## src/rtl/llsc_mem_ctrl.sv

```systemverilog
// llsc_mem_ctrl
// MEM-stage controller that executes LL (load-linked) and SC (store-conditional)
// against a simple request/acknowledge data bus.
//
// Ports:
//   clk, Rst_n            clock, synchronous active-low reset
//   flush                 abort the current operation (exception/eret)
//   op_valid/op_ll/op_sc  MEM stage presents an LL or SC
//   op_addr, op_wdata     effective address and SC store data
//   LLbit_i               LLbit register output
//   wb_LLbit_we/_value    LLbit write pending in WB (bypassed into the SC decision)
//   snoop_valid/_addr     external store observed; kills a matching link
//   bus_req/we/addr/wdata request side of the data bus
//   bus_rdata/bus_ack     response side of the data bus
//   stall_req             hold the pipeline while a bus access is outstanding
//   result_valid/_data    one-cycle result pulse (LL: loaded word, SC: 1/0)
//   LLbit_we_o/_value_o   one-cycle LLbit register write
//   addr_err_o            one-cycle pulse for a misaligned address
//
// Bus handshake: bus_req is a request held high, together with stable bus_we,
// bus_addr and bus_wdata, until the cycle in which bus_ack is sampled high; the
// transfer completes in that cycle and bus_req drops on the following edge.
// bus_ack outside an outstanding request is ignored. A request dropped by flush
// or reset is simply abandoned.
module llsc_mem_ctrl #(
  parameter int ADDR_W   = 32,
  parameter int DATA_W   = 32,
  parameter int LINK_LSB = 2
) (
  input  logic              clk,
  input  logic              Rst_n,
  input  logic              flush,
  input  logic              op_valid,
  input  logic              op_ll,
  input  logic              op_sc,
  input  logic [ADDR_W-1:0] op_addr,
  input  logic [DATA_W-1:0] op_wdata,
  input  logic              LLbit_i,
  input  logic              wb_LLbit_we,
  input  logic              wb_LLbit_value,
  input  logic              snoop_valid,
  input  logic [ADDR_W-1:0] snoop_addr,
  output logic              bus_req,
  output logic              bus_we,
  output logic [ADDR_W-1:0] bus_addr,
  output logic [DATA_W-1:0] bus_wdata,
  input  logic [DATA_W-1:0] bus_rdata,
  input  logic              bus_ack,
  output logic              stall_req,
  output logic              result_valid,
  output logic [DATA_W-1:0] result_data,
  output logic              LLbit_we_o,
  output logic              LLbit_value_o,
  output logic              addr_err_o
);

  localparam logic [1:0] ST_IDLE = 2'd0;
  localparam logic [1:0] ST_BUS  = 2'd1;
  localparam logic [1:0] ST_DONE = 2'd2;

  logic [1:0]        state_q, state_d;
  logic              bus_req_q, bus_req_d;
  logic              bus_we_q, bus_we_d;
  logic [ADDR_W-1:0] bus_addr_q, bus_addr_d;
  logic [DATA_W-1:0] bus_wdata_q, bus_wdata_d;
  logic              stall_req_q, stall_req_d;
  logic              result_valid_q, result_valid_d;
  logic [DATA_W-1:0] result_data_q, result_data_d;
  logic              llbit_we_q, llbit_we_d;
  logic              llbit_value_q, llbit_value_d;
  logic              addr_err_q, addr_err_d;
  logic [ADDR_W-1:0] link_addr_q, link_addr_d;
  logic              link_valid_q, link_valid_d;

  logic eff_llbit;
  logic link_match;
  logic snoop_hit;

  always_comb begin
    state_d        = state_q;
    bus_req_d      = bus_req_q;
    bus_we_d       = bus_we_q;
    bus_addr_d     = bus_addr_q;
    bus_wdata_d    = bus_wdata_q;
    stall_req_d    = stall_req_q;
    result_valid_d = 1'b0;
    result_data_d  = result_data_q;
    llbit_we_d     = 1'b0;
    llbit_value_d  = llbit_value_q;
    addr_err_d     = 1'b0;
    link_addr_d    = link_addr_q;
    link_valid_d   = link_valid_q;

    // A WB-stage LLbit write in flight is newer than the register output.
    eff_llbit  = wb_LLbit_we ? wb_LLbit_value : LLbit_i;
    link_match = (op_addr[ADDR_W-1:LINK_LSB] == link_addr_q[ADDR_W-1:LINK_LSB]);

    case (state_q)
      ST_IDLE: begin
        if (op_valid && (op_ll || op_sc)) begin
          if (op_addr[1:0] != 2'b00) begin
            addr_err_d = 1'b1;
          end else if (op_ll) begin
            state_d     = ST_BUS;
            bus_req_d   = 1'b1;
            bus_we_d    = 1'b0;
            bus_addr_d  = op_addr;
            stall_req_d = 1'b1;
          end else if (eff_llbit && link_valid_q && link_match) begin
            state_d     = ST_BUS;
            bus_req_d   = 1'b1;
            bus_we_d    = 1'b1;
            bus_addr_d  = op_addr;
            bus_wdata_d = op_wdata;
            stall_req_d = 1'b1;
          end else begin
            // Failed SC: the store is suppressed, only the 0 result is returned.
            state_d        = ST_DONE;
            result_valid_d = 1'b1;
            result_data_d  = '0;
          end
        end
      end
      ST_BUS: begin
        if (bus_ack) begin
          state_d        = ST_DONE;
          bus_req_d      = 1'b0;
          stall_req_d    = 1'b0;
          result_valid_d = 1'b1;
          llbit_we_d     = 1'b1;
          if (!bus_we_q) begin
            // bus_addr_q still holds the address latched at LL acceptance.
            result_data_d = bus_rdata;
            llbit_value_d = 1'b1;
            link_addr_d   = bus_addr_q;
            link_valid_d  = 1'b1;
          end else begin
            result_data_d = {{(DATA_W-1){1'b0}}, 1'b1};
            llbit_value_d = 1'b0;
            link_valid_d  = 1'b0;
          end
        end
      end
      ST_DONE: begin
        state_d = ST_IDLE;
      end
      default: begin
        state_d = ST_IDLE;
      end
    endcase

    // Compared against the updated link address so a snoop that hits an LL
    // completing this cycle is ordered after the load and kills the new link.
    snoop_hit = snoop_valid &&
                (snoop_addr[ADDR_W-1:LINK_LSB] == link_addr_d[ADDR_W-1:LINK_LSB]);
    if (snoop_hit) begin
      link_valid_d = 1'b0;
    end

    // Flush overrides everything, including a bus_ack arriving this cycle.
    if (flush) begin
      state_d        = ST_IDLE;
      bus_req_d      = 1'b0;
      stall_req_d    = 1'b0;
      result_valid_d = 1'b0;
      result_data_d  = result_data_q;
      llbit_we_d     = 1'b0;
      llbit_value_d  = llbit_value_q;
      addr_err_d     = 1'b0;
      link_addr_d    = link_addr_q;
      link_valid_d   = 1'b0;
    end
  end

  always_ff @(posedge clk) begin
    if (!Rst_n) begin
      state_q        <= ST_IDLE;
      bus_req_q      <= 1'b0;
      bus_we_q       <= 1'b0;
      bus_addr_q     <= '0;
      bus_wdata_q    <= '0;
      stall_req_q    <= 1'b0;
      result_valid_q <= 1'b0;
      result_data_q  <= '0;
      llbit_we_q     <= 1'b0;
      llbit_value_q  <= 1'b0;
      addr_err_q     <= 1'b0;
      link_addr_q    <= '0;
      link_valid_q   <= 1'b0;
    end else begin
      state_q        <= state_d;
      bus_req_q      <= bus_req_d;
      bus_we_q       <= bus_we_d;
      bus_addr_q     <= bus_addr_d;
      bus_wdata_q    <= bus_wdata_d;
      stall_req_q    <= stall_req_d;
      result_valid_q <= result_valid_d;
      result_data_q  <= result_data_d;
      llbit_we_q     <= llbit_we_d;
      llbit_value_q  <= llbit_value_d;
      addr_err_q     <= addr_err_d;
      link_addr_q    <= link_addr_d;
      link_valid_q   <= link_valid_d;
    end
  end

  assign bus_req       = bus_req_q;
  assign bus_we        = bus_we_q;
  assign bus_addr      = bus_addr_q;
  assign bus_wdata     = bus_wdata_q;
  assign stall_req     = stall_req_q;
  assign result_valid  = result_valid_q;
  assign result_data   = result_data_q;
  assign LLbit_we_o    = llbit_we_q;
  assign LLbit_value_o = llbit_value_q;
  assign addr_err_o    = addr_err_q;

endmodule

```

## config.mk

```make
export PLATFORM = sky130hd
export DESIGN_NAME = llsc_mem_ctrl
export DESIGN_NICKNAME = d
export VERILOG_FILES = /design/src/rtl/llsc_mem_ctrl.sv
export SDC_FILE = /design/constraint.sdc
export NUM_CORES = 1
export LEC_CHECK = 0
export BUFFER_PORTS_ARGS = -buffer_cell sky130_fd_sc_hd__buf_4
export CORE_AREA = 2 2 142 103
export CTS_CLUSTER_DIAMETER = 80
export CTS_CLUSTER_SIZE = 12
export DETAILED_ROUTE_END_ITERATION = 12
export DIE_AREA = 0 0 144 105
export GPL_ROUTABILITY_DRIVEN = 0
export PLACE_DENSITY = 0.75
export SKIP_CTS_REPAIR_TIMING = 1
export SYNTH_ARGS = -nofsm -noshare
export SYNTH_HDL_FRONTEND = slang
export SYNTH_SLANG_ARGS = --single-unit
export TNS_END_PERCENT = 30
```

## constraint.sdc

```tcl
create_clock -name clk -period 4.4 [get_ports clk]
set_clock_uncertainty 0.15 [all_clocks]
set_input_delay 0.44 -clock clk [delete_from_list [all_inputs] [get_ports clk]]
set_output_delay 0.44 -clock clk [all_outputs]
set_load 0.02 [all_outputs]
```

==> metrics.md, run 1 <==
| Metric | Value |
|---|---|
| Outcome | `complete, no violations` |
| XOR/XNOR share of the synthesized area | `0.0896` |
| Layout Nets | `986` |
| Hold Crit Class | `primary input to flop` |
| Switch share | `0.230` |
| DIE HEIGHT | `105 microns` |
| Initial antenna violation count | `0` |
| Sequential share of power | `0.442` |
| Routed wire length | `19100 microns` |
| Simple-Gate Fraction of Synth Area | `0.147` |
| Lkg Pwr | `0.00365 uW` |
| MaxCap Viol Count | `0` |
| Fmax | `0.359 GHz` |
| Synth Register Bits | `135` |
| Worst-case clock buffer depth | `2` |
| Main synth FF type | `dfxtp_1` |
| Comb pwr share | `0.089` |
| Switching Power | `644 uW` |
| Later-pin clock latency in the skew report | `0.42 ns` |
| Row Count | `36` |
| Die W | `144 microns` |
| Routed Antenna Nets | `0` |
| DRC Markers | `0` |
| First-pass GRT wire length | `29100 microns` |
| Slew HR | `0.239` |
| Vias per cell | `5.35` |
| DRT Pass-1 Iters | `5` |
| Total gr overflow | `0` |
| Worst-margin pin slew | `1.14 ns` |
| Worst-path maximum fanout | `31` |
| RSZ-0062 raised after global routing | `false` |
| Mux cell area share after synthesis | `0.112` |
| PwrDens | `329 nW/um^2` |
| Clk slew on worst S/H paths | `0.06 ns` |
| Root buffer cell | `clkbuf_16` |
| Starting Density | `0.444` |
| Final setup TNS | `0 ns` |
| Wire per inst | `18.2 microns` |
| Count of buffers from port buffering | `239` |
| Crit start category | `flop` |
| Via Count | `5609` |
| Ant diodes | `0` |
| Tcrit/Tclk final | `0.633` |
| Post-synth cell types | `49` |
| Final setup viols | `0` |
| Initial DRC Count | `444` |
| End-of-flow core utilization | `0.624` |
| Critical Setup Path Class | `flop to flop` |
| Worst path arrival time | `2.98 ns` |
| Clock sinks | `135` |
| Synth async-reset ratio | `0` |
| CTS Buf Count | `17` |
| Die area | `15100 sq um` |
| Seq/Total Area, Yosys | `0.446` |
| Post-Synthesis Cell Area | `6060 sq um` |
| Synth Area per Inst | `9.73 sq um` |
| Vias in the first global route | `5515` |
| Core box area | `13600 sq um` |
| Area delta synth->final | `40.5%` |
| Largest family of logic cells by synthesized area | `compound AO/OA/AOI/OAI gates` |
| Max-slew violations | `0` |
| H-tree depth | `4` |
| Final Critical Period | `2.79 ns` |
| Pint | `2160 uW` |
| Pin count of the biggest net entering global routing | `96` |
| Tot GR Track Use | `0.250` |
| Clock share of power | `0.469` |
| Synth warn | `0` |
| Synth Area in Adders | `0` |
| Final hold vios | `0` |
| CP Data Required Time | `4.59 ns` |
| Peak VDD IR | `0.228 mV` |
| CTS tree | `done` |
| Share of layout cells above drive strength 1 | `0.334` |
| I/O pin count | `242` |
| EDFF count, synth | `0` |
| Syn Inst Count | `623` |
| Detail Placement HPWL | `13900 microns` |
| Post-synthesis compound-gate area fraction | `0.163` |
| CP Capture Type | `flop` |
| Syn_nets | `762` |
-- synth_stat cells (all sizes together) (5+ instances only) --
cell     number  area [sq um]
o211ai       32           240
nor3          7          35.0
nor2         11          43.8
nor4          6          50.0
clkbuf       22          82.6
xor2         15           131
o21ai        37           185
a21oi        10          65.1
o2111ai       5          50.0
mux2i        68           681
nand3         6          30.0
inv          21          78.8
a31oi         5          31.3
nor2b        61           382
xnor2        47           412
nand4        11          75.1
a22o         31           272
nand2        40           150
dfxtp       135          2700
buf          18          92.6
-- cell type report --
class,count,area (sq um)
fillers,1152,5130
flip-flops and latches,135,2700
inverters,21,78.8
clock buffers,22,464
multi-input cells,427,3120
repair buffers,245,1840
clock inverters,9,77.6
well taps,190,238
-- final timing paths --
| kind | startpoint | end | slack [ns] | cells past startpoint |
|---|---|---|---|---|
| max | link_addr_q[4] | result_data[5] | 1.61 | 7 |
| min reg2reg | result_data[15] | result_data[15] | 0.33 | 1 |
| min | bus_rdata[20] | result_data[20] | 0.09 | 2 |
| max reg2reg | link_addr_q[4] | result_data[5] | 1.61 | 7 |
-- state kept, by name, indices dropped and copies added, names as in the netlist --
register	cells
bus_addr	32
bus_wdata	32
result_data	32
link_addr_q	30
state_q	2
LLbit_value_o	1
LLbit_we_o	1
addr_err_o	1
bus_we	1
link_valid_q	1
result_valid	1
stall_req	1
-- power groups by stage --
stage / combinational (uW) / sequential [uW] / clock (uW)
detailed placement: 244 / 1260 / 0
finish: 250 / 1240 / 1310
floorplan: 90.4 / 1270 / 0
global placement: 239 / 1260 / 0
CTS: 245 / 1240 / 1340
global route: 264 / 1240 / 1380
-- worst max-delay path, cell delays in order, from the launching register on --
cell	delay, ns
dfxtp_1	0.33
xnor2_1	0.36
nand4_1	0.20
nor4_2	0.66
a41oi_1	0.28
a21oi_2	0.18
buf_4	0.33
a22o_1	0.20
-- metrics by stage --
stage / instances / total power, uW / setup slack, ns / instance area, sq um / hold WS, ns
after floorplan: 623 / 1360 / 2.38 / 6060 / 0.348
after global placement: 1018 / 1500 / 1.51 / 7980 / 0.308
after detailed placement: 1018 / 1510 / 1.45 / 7980 / 0.310
after CTS: 1049 / 2820 / 1.65 / 8520 / 0.0677
after global routing: 1049 / 2890 / 1.42 / 8520 / 0.0783
final: 1049 / 2800 / 1.61 / 8520 / 0.0905
-- layout by cell type, fill, tap and decap left out, types with 4 or more instances in the layout --
cell / netlist / final
a21oi_1: 8 / 8
a22o_1: 31 / 31
a31oi_1: 5 / 4
and2_1: 4 / 4
buf_4: 1 / 245
clkbuf_16: 0 / 17
clkinv_2: 0 / 5
dfxtp_1: 135 / 135
inv_1: 21 / 21
mux2i_1: 68 / 68
nand2_1: 40 / 40
nand3_1: 6 / 6
nand4_1: 10 / 10
nor2_1: 10 / 9
nor2b_1: 61 / 61
nor3_1: 7 / 7
nor4_1: 4 / 4
o2111ai_1: 4 / 4
o211ai_1: 32 / 32
o21ai_0: 9 / 9
o21ai_1: 28 / 28
o22ai_1: 4 / 4
xnor2_1: 47 / 47
xor2_1: 15 / 15
-- layer usage --
metal	wire length, microns	track usage	up-vias
met3	2130	0.0830	33
met4	383	0.0952	0
met2	8430	0.377	288
met1	8190	0.331	2637
li1	-	-	2651
met5	0	0	-
-- logic make-up (layout without fill, tap and decap cells) --
group,count (synthesis),after routing
DFF,135,135
buffers and inverters,61,297
muxes,68,68
and+or+nand+nor,159,159
AOI/OAI and AO/OA,138,138
xor gates and xnor gates,62,62
No activity file was read; power rests on OpenSTA's default activity.
==> run 2, diff against run 1 <==
==> constraint.sdc (replaced) <==
create_clock -name clk -period 2.6 [get_ports clk]
set_clock_uncertainty 0.15 [all_clocks]
set_input_delay 0.26 -clock clk [delete_from_list [all_inputs] [get_ports clk]]
set_output_delay 0.26 -clock clk [all_outputs]
set_load 0.02 [all_outputs]
==> run 2 against run 1 <==
Effect of this change: the flow now finishes with violations (hold timing); count of clock-buffer cells in the layout decreased by 2; worst setup slack got worse by 1.5 ns; largest cell class unchanged; combinational power increased by 120%; first-iteration DRC count decreased by 8.1%; flip-flop and latch count unchanged; final cell count increased by 9.5%; register-to-register slack got worse by 1.5 ns; clock power increased by 110%; global-route usage decreased by 0.16 points; via count increased by 7.2%.
==> metrics.md, run 2 (synthesis results as in run 1) <==
| Metric | Value |
|---|---|
| Outcome | `finished, violations left` |
| Failing checks | `hold timing` |
| Clk slew on worst S/H paths | `0.06 ns` |
| MaxCap Viol Count | `0` |
| Via Count | `6015` |
| Die area | `15100 sq um` |
| Lkg Pwr | `0.00418 uW` |
| Hold_ws | `-0.0151 ns` |
| Final Critical Period | `2.46 ns` |
| DRC Markers | `0` |
| Tot GR Track Use | `0.248` |
| I/O pin count | `242` |
| DRT Pass-1 Iters | `5` |
| Clock sinks | `135` |
| Root buffer cell | `clkbuf_16` |
| Routed Antenna Nets | `0` |
| Critical path, cell by cell | `dlygate4sd3_1 -> buf_4 -> xnor2_1 -> nand4_1 -> nor4_2 -> a41oi_1 -> a21oi_2 -> buf_12 -> a22o_1` |
| Starting Density | `0.444` |
| Design Area, Final | `9720 sq um` |
| Vias per cell | `5.23` |
| Delay-heaviest family, CP | `buffers and inverters` |
| Initial DRC Count | `408` |
| Total gr overflow | `0` |
| Share of layout cells above drive strength 1 | `0.312` |
| First-pass GRT wire length | `28800 microns` |
| Later-pin clock latency in the skew report | `0.42 ns` |
| CTS tree | `done` |
| Worst path arrival time | `2.66 ns` |
| CP Data Required Time | `2.80 ns` |
| Core box area | `13600 sq um` |
| Count of buffers from port buffering | `239` |
| Max-slew violations | `0` |
| Row Count | `36` |
| Pin count of the biggest net entering global routing | `96` |
| RSZ-0062 raised after global routing | `false` |
| Critical path's largest stage delay | `0.54 ns` |
| Tcrit/Tclk final | `0.948` |
| Wire per inst | `18.0 microns` |
| CP max-delay cell | `dlygate4sd3_1` |
| Hold Crit Class | `primary input to flop` |
| Worst-path maximum fanout | `31` |
| Ant diodes | `0` |
| Detail Placement HPWL | `14100 microns` |
| Crit start category | `primary input` |
| Commonest non-fill, non-tap cell in the layout | `buf_4` |
| Pre-CTS setup slack | `0.254 ns` |
| Final setup viols | `0` |
| WP buf/inv | `3` |
| CTS Buf Count | `17` |
| H-tree depth | `4` |
| Layout Nets | `1086` |
| Fillers | `983` |
| Critical Setup Path Class | `primary input to flop` |
| Placed Area | `8120 sq um` |
| Routed wire length | `20600 microns` |
| Final hold vios | `3` |
| Die W | `144 microns` |
| Most frequent cells in the layout | `buf_4, dfxtp_1, dlygate4sd3_1` |
| Slew HR | `0.613` |
| Fmax | `0.406 GHz` |
| Peak VDD IR | `0.480 mV` |
| Fin worst setup slack | `0.136 ns` |
| Overall Power | `5420 uW` |
| Final setup TNS | `0 ns` |
| Area delta synth->final | `60.3%` |
| Worst-case clock buffer depth | `2` |
| PwrDens | `557 nW/um^2` |
| CP Capture Type | `flop` |
| Vias in the first global route | `5382` |
| Worst-margin pin slew | `0.577 ns` |
| Initial antenna violation count | `0` |
| DIE HEIGHT | `105 microns` |
## run 2: cell types whose count changed in the layout (fill, tap and decap cells not counted)
cell / before / now
bufinv_16: 1 / 6
clkinvlp_4: 3 / 0
clkinv_2: 5 / 1
clkbuf_8: 2 / 3
buf_12: 0 / 6
clkbuf_1: 3 / 0
dlygate4sd3_1: 0 / 91
clkinv_4: 0 / 4
buf_4: 245 / 248
## run 2: metal layers
layer / GRT usage / share of wire / up-vias / wire length (microns)
li1: - / - / 2849 / -
met1: 0.322 / 0.41 / 2839 / 8410
met2: 0.373 / 0.47 / 290 / 9640
met3: 0.0962 / 0.10 / 37 / 2140
met4: 0.0931 / 0.022 / 0 / 449
met5: 0 / 0 / - / 0
## run 2: layout make-up
type	count	area, sq um	share of cell area
clock buffer	20	467	0.0480
clock inverter	11	220	0.0227
inverter	21	78.8	0.00811
multi-input combinational	427	3120	0.321
sequential	135	2700	0.278
tap	190	238	0.0245
timing repair buffer	345	2890	0.298
## run 2: worst paths after layout
path | from | end | slack (ns) | depth (start not counted)
setup / recovery | op_addr[11] | result_data[14] | 0.14 | 9
hold / removal | op_wdata[13] | bus_wdata[13] | -0.02 | 3
hold reg to reg | result_data[8] | result_data[8] | 0.32 | 1
setup reg to reg | link_addr_q[19] | result_data[14] | 0.15 | 7
## run 2: power breakdown
group          internal, uW  switching, uW  leakage [uW]  total (uW)
registers              2080           13.1       0.00109        2090
logic                   318            232       0.00276         550
clock network          1870            899      0.000336        2770
total                  4270           1140       0.00418        5420
## run 2: stage by stage
stage,util,std cells,hold WS [ns]
5_1_grt,0.712,1149,0.00239
2_1_floorplan,-,623,0.243
4_1_cts,0.645,1058,-0.108
3_5_place_dp,0.595,1027,0.306
3_3_place_gp,0.595,1027,0.308
6_report,0.712,1149,-0.0151
## run 2: tightest hold or removal path, delay by kind of cell
family | cells | cell delay (ns)
buffers and inverters | 1 | 0.08
multiplexers | 1 | 0.06
AND/OR/NAND/NOR | 1 | 0.11
==> run 3, diff against run 2 <==
--- a/config.mk
+++ b/config.mk
@@ -12,6 +12,7 @@
 export DETAILED_ROUTE_END_ITERATION = 12
 export DIE_AREA = 0 0 144 105
 export GPL_ROUTABILITY_DRIVEN = 0
+export GPL_TIMING_DRIVEN = 0
 export PLACE_DENSITY = 0.75
 export SKIP_CTS_REPAIR_TIMING = 1
 export SYNTH_ARGS = -nofsm -noshare
==> run 3 against run 2 <==
Effect of this change: the flow still finishes with violations (hold timing); worst setup slack got worse by 0.12 ns; utilization decreased by 0.84 points; routed wire length grew 6.0%; power down 4.6%; final cell count increased by 1.5%; hold slack got worse by 0.025 ns; sequential power about the same; maximum frequency down 4.7%; die area unchanged; via count up 1.8%; global-route usage up 1.1 points; largest cell class unchanged; largest power group unchanged.
==> metrics.md, run 3 (synthesis results as in run 1) <==
| Metric | Value |
|---|---|
| Lkg Pwr | `0.00415 uW` |
| Crit start category | `primary input` |
| Vias in the first global route | `5356` |
| Clk slew on worst S/H paths | `0.06 ns` |
| Detail Placement HPWL | `15400 microns` |
| Tot GR Track Use | `0.260` |
| Reg2reg setup slack | `0.03 ns` |
| PwrDens | `538 nW/um^2` |
| Worst-margin pin slew | `0.694 ns` |
| Area delta synth->final | `58.4%` |
| Critical path's largest stage delay | `0.55 ns` |
| Wire length on met2 | `9710 microns` |
| I/O pin count | `242` |
| Worst-path maximum fanout | `10` |
| Later-pin clock latency in the skew report | `0.41 ns` |
| Layout Nets | `1103` |
| Final Critical Period | `2.59 ns` |
| CP max-delay cell | `dlygate4sd3_1` |
| DRC Markers | `0` |
| Delay-heaviest family, CP | `buffers and inverters` |
| Fmax | `0.387 GHz` |
| Total gr overflow | `0` |
| Hold_ws | `-0.0401 ns` |
| Most used cell, CP | `buf_4` |
| H-tree depth | `4` |
| Met3 WL post-DR | `2370 microns` |
| Starting Density | `0.444` |
| DR top layer | `met4` |
| Hold Crit Class | `primary input to flop` |
| Slew HR | `0.538` |
| Clock sinks | `135` |
| Root buffer cell | `clkbuf_16` |
| DRT Pass-1 Iters | `5` |
| Initial antenna violation count | `0` |
| Routed wire length | `21900 microns` |
| Die area | `15100 sq um` |
| Final setup TNS | `0 ns` |
| Worst-case clock buffer depth | `2` |
| CTS tree | `done` |
| Most frequent cells in the layout | `buf_4, dfxtp_1, dlygate4sd3_1` |
| Peak VDD IR | `0.388 mV` |
| Commonest non-fill, non-tap cell in the layout | `buf_4` |
| CP Data Required Time | `2.74 ns` |
| Share of layout cells above drive strength 1 | `0.317` |
| Pin count of the biggest net entering global routing | `17` |
| Routed Antenna Nets | `0` |
| Tcrit/Tclk final | `0.994` |
| Row Count | `36` |
| Final hold vios | `11` |
| Overall Power | `5170 uW` |
| Vias per cell | `5.25` |
| Wire per inst | `18.8 microns` |
| Die W | `144 microns` |
| First-pass GRT wire length | `30100 microns` |
| WL met1 | `9490 microns` |
| Count of buffers from port buffering | `239` |
| Core box area | `13600 sq um` |
| DIE HEIGHT | `105 microns` |
| Critical path, cell by cell | `dlygate4sd3_1 -> buf_4 -> xnor2_1 -> nand4_1 -> nor4_4 -> buf_4 -> nand4_2 -> buf_2 -> mux2i_1 -> nor2b_1` |
| Failing checks | `hold timing` |
| Initial DRC Count | `452` |
| Critical Setup Path Class | `primary input to flop` |
| CTS Buf Count | `17` |
| Worst path arrival time | `2.73 ns` |
| CP Capture Type | `flop` |
| WP buf/inv | `4` |
| Ant diodes | `0` |
| MaxCap Viol Count | `0` |
| Max-slew violations | `0` |
| Via Count | `6122` |
| Final setup viols | `0` |
| Outcome | `finished, violations left` |
## run 3: changes by cell type in the layout (fill, tap and decap cells not counted), sizes merged
cell,delta
bufinv,-3
buf,+1
dlygate4sd3,-9
clkbuf,+26
inv,+2
clkinvlp,+3
clkinv,-3
## run 3: metrics by stage
step | cells | worst slack (ns) | hold slack, ns | instance area (sq um) | util
2_1_floorplan | 623 | 0.633 | 0.243 | 6060 | -
3_3_place_gp | 1052 | -0.475 | 0.309 | 8100 | 0.593
3_5_place_dp | 1052 | -0.520 | 0.308 | 8100 | 0.593
4_1_cts | 1083 | -0.439 | -0.104 | 8710 | 0.638
5_1_grt | 1166 | -0.0845 | 0.00186 | 9600 | 0.704
6_report | 1166 | 0.0147 | -0.0401 | 9600 | 0.704
## run 3: power breakdown
part	switching (uW)	leakage, uW	internal, uW
Sequential	13.5	0.00109	2080
Combinational	246	0.00277	308
Clock	931	0.000292	1590
Total	1190	0.00415	3970
## run 3: path summary, 6_finish.rpt
kind,start,end,depth (start not counted)
hold reg to reg,result_data[12],result_data[12],1
setup reg to reg,link_addr_q[4],bus_wdata[16],8
setup / recovery,op_addr[23],bus_wdata[16],10
hold / removal,op_wdata[29],bus_wdata[29],3
## run 3: final cells by class
type,instances,area [sq um]
Inverter,21,78.8
Buffer,40,188
Fill cell,1016,4040
Tap cell,190,238
Clock inverter,10,144
Sequential cell,135,2700
Timing Repair Buffer,322,2620
Clock buffer,21,470
Multi-Input combinational cell,427,3160
## run 3: tightest hold or removal path: stages
cell and delay [ns]:
buf_4 0.08, mux2i_1 0.05, nor2b_1 0.09
## run 3: layer usage
layer  track usage  vias to the layer above
li1              -                     2884
met1         0.377                     2904
met5             0                        -
met2         0.366                      307
met3        0.0885                       27
met4        0.0679                        0
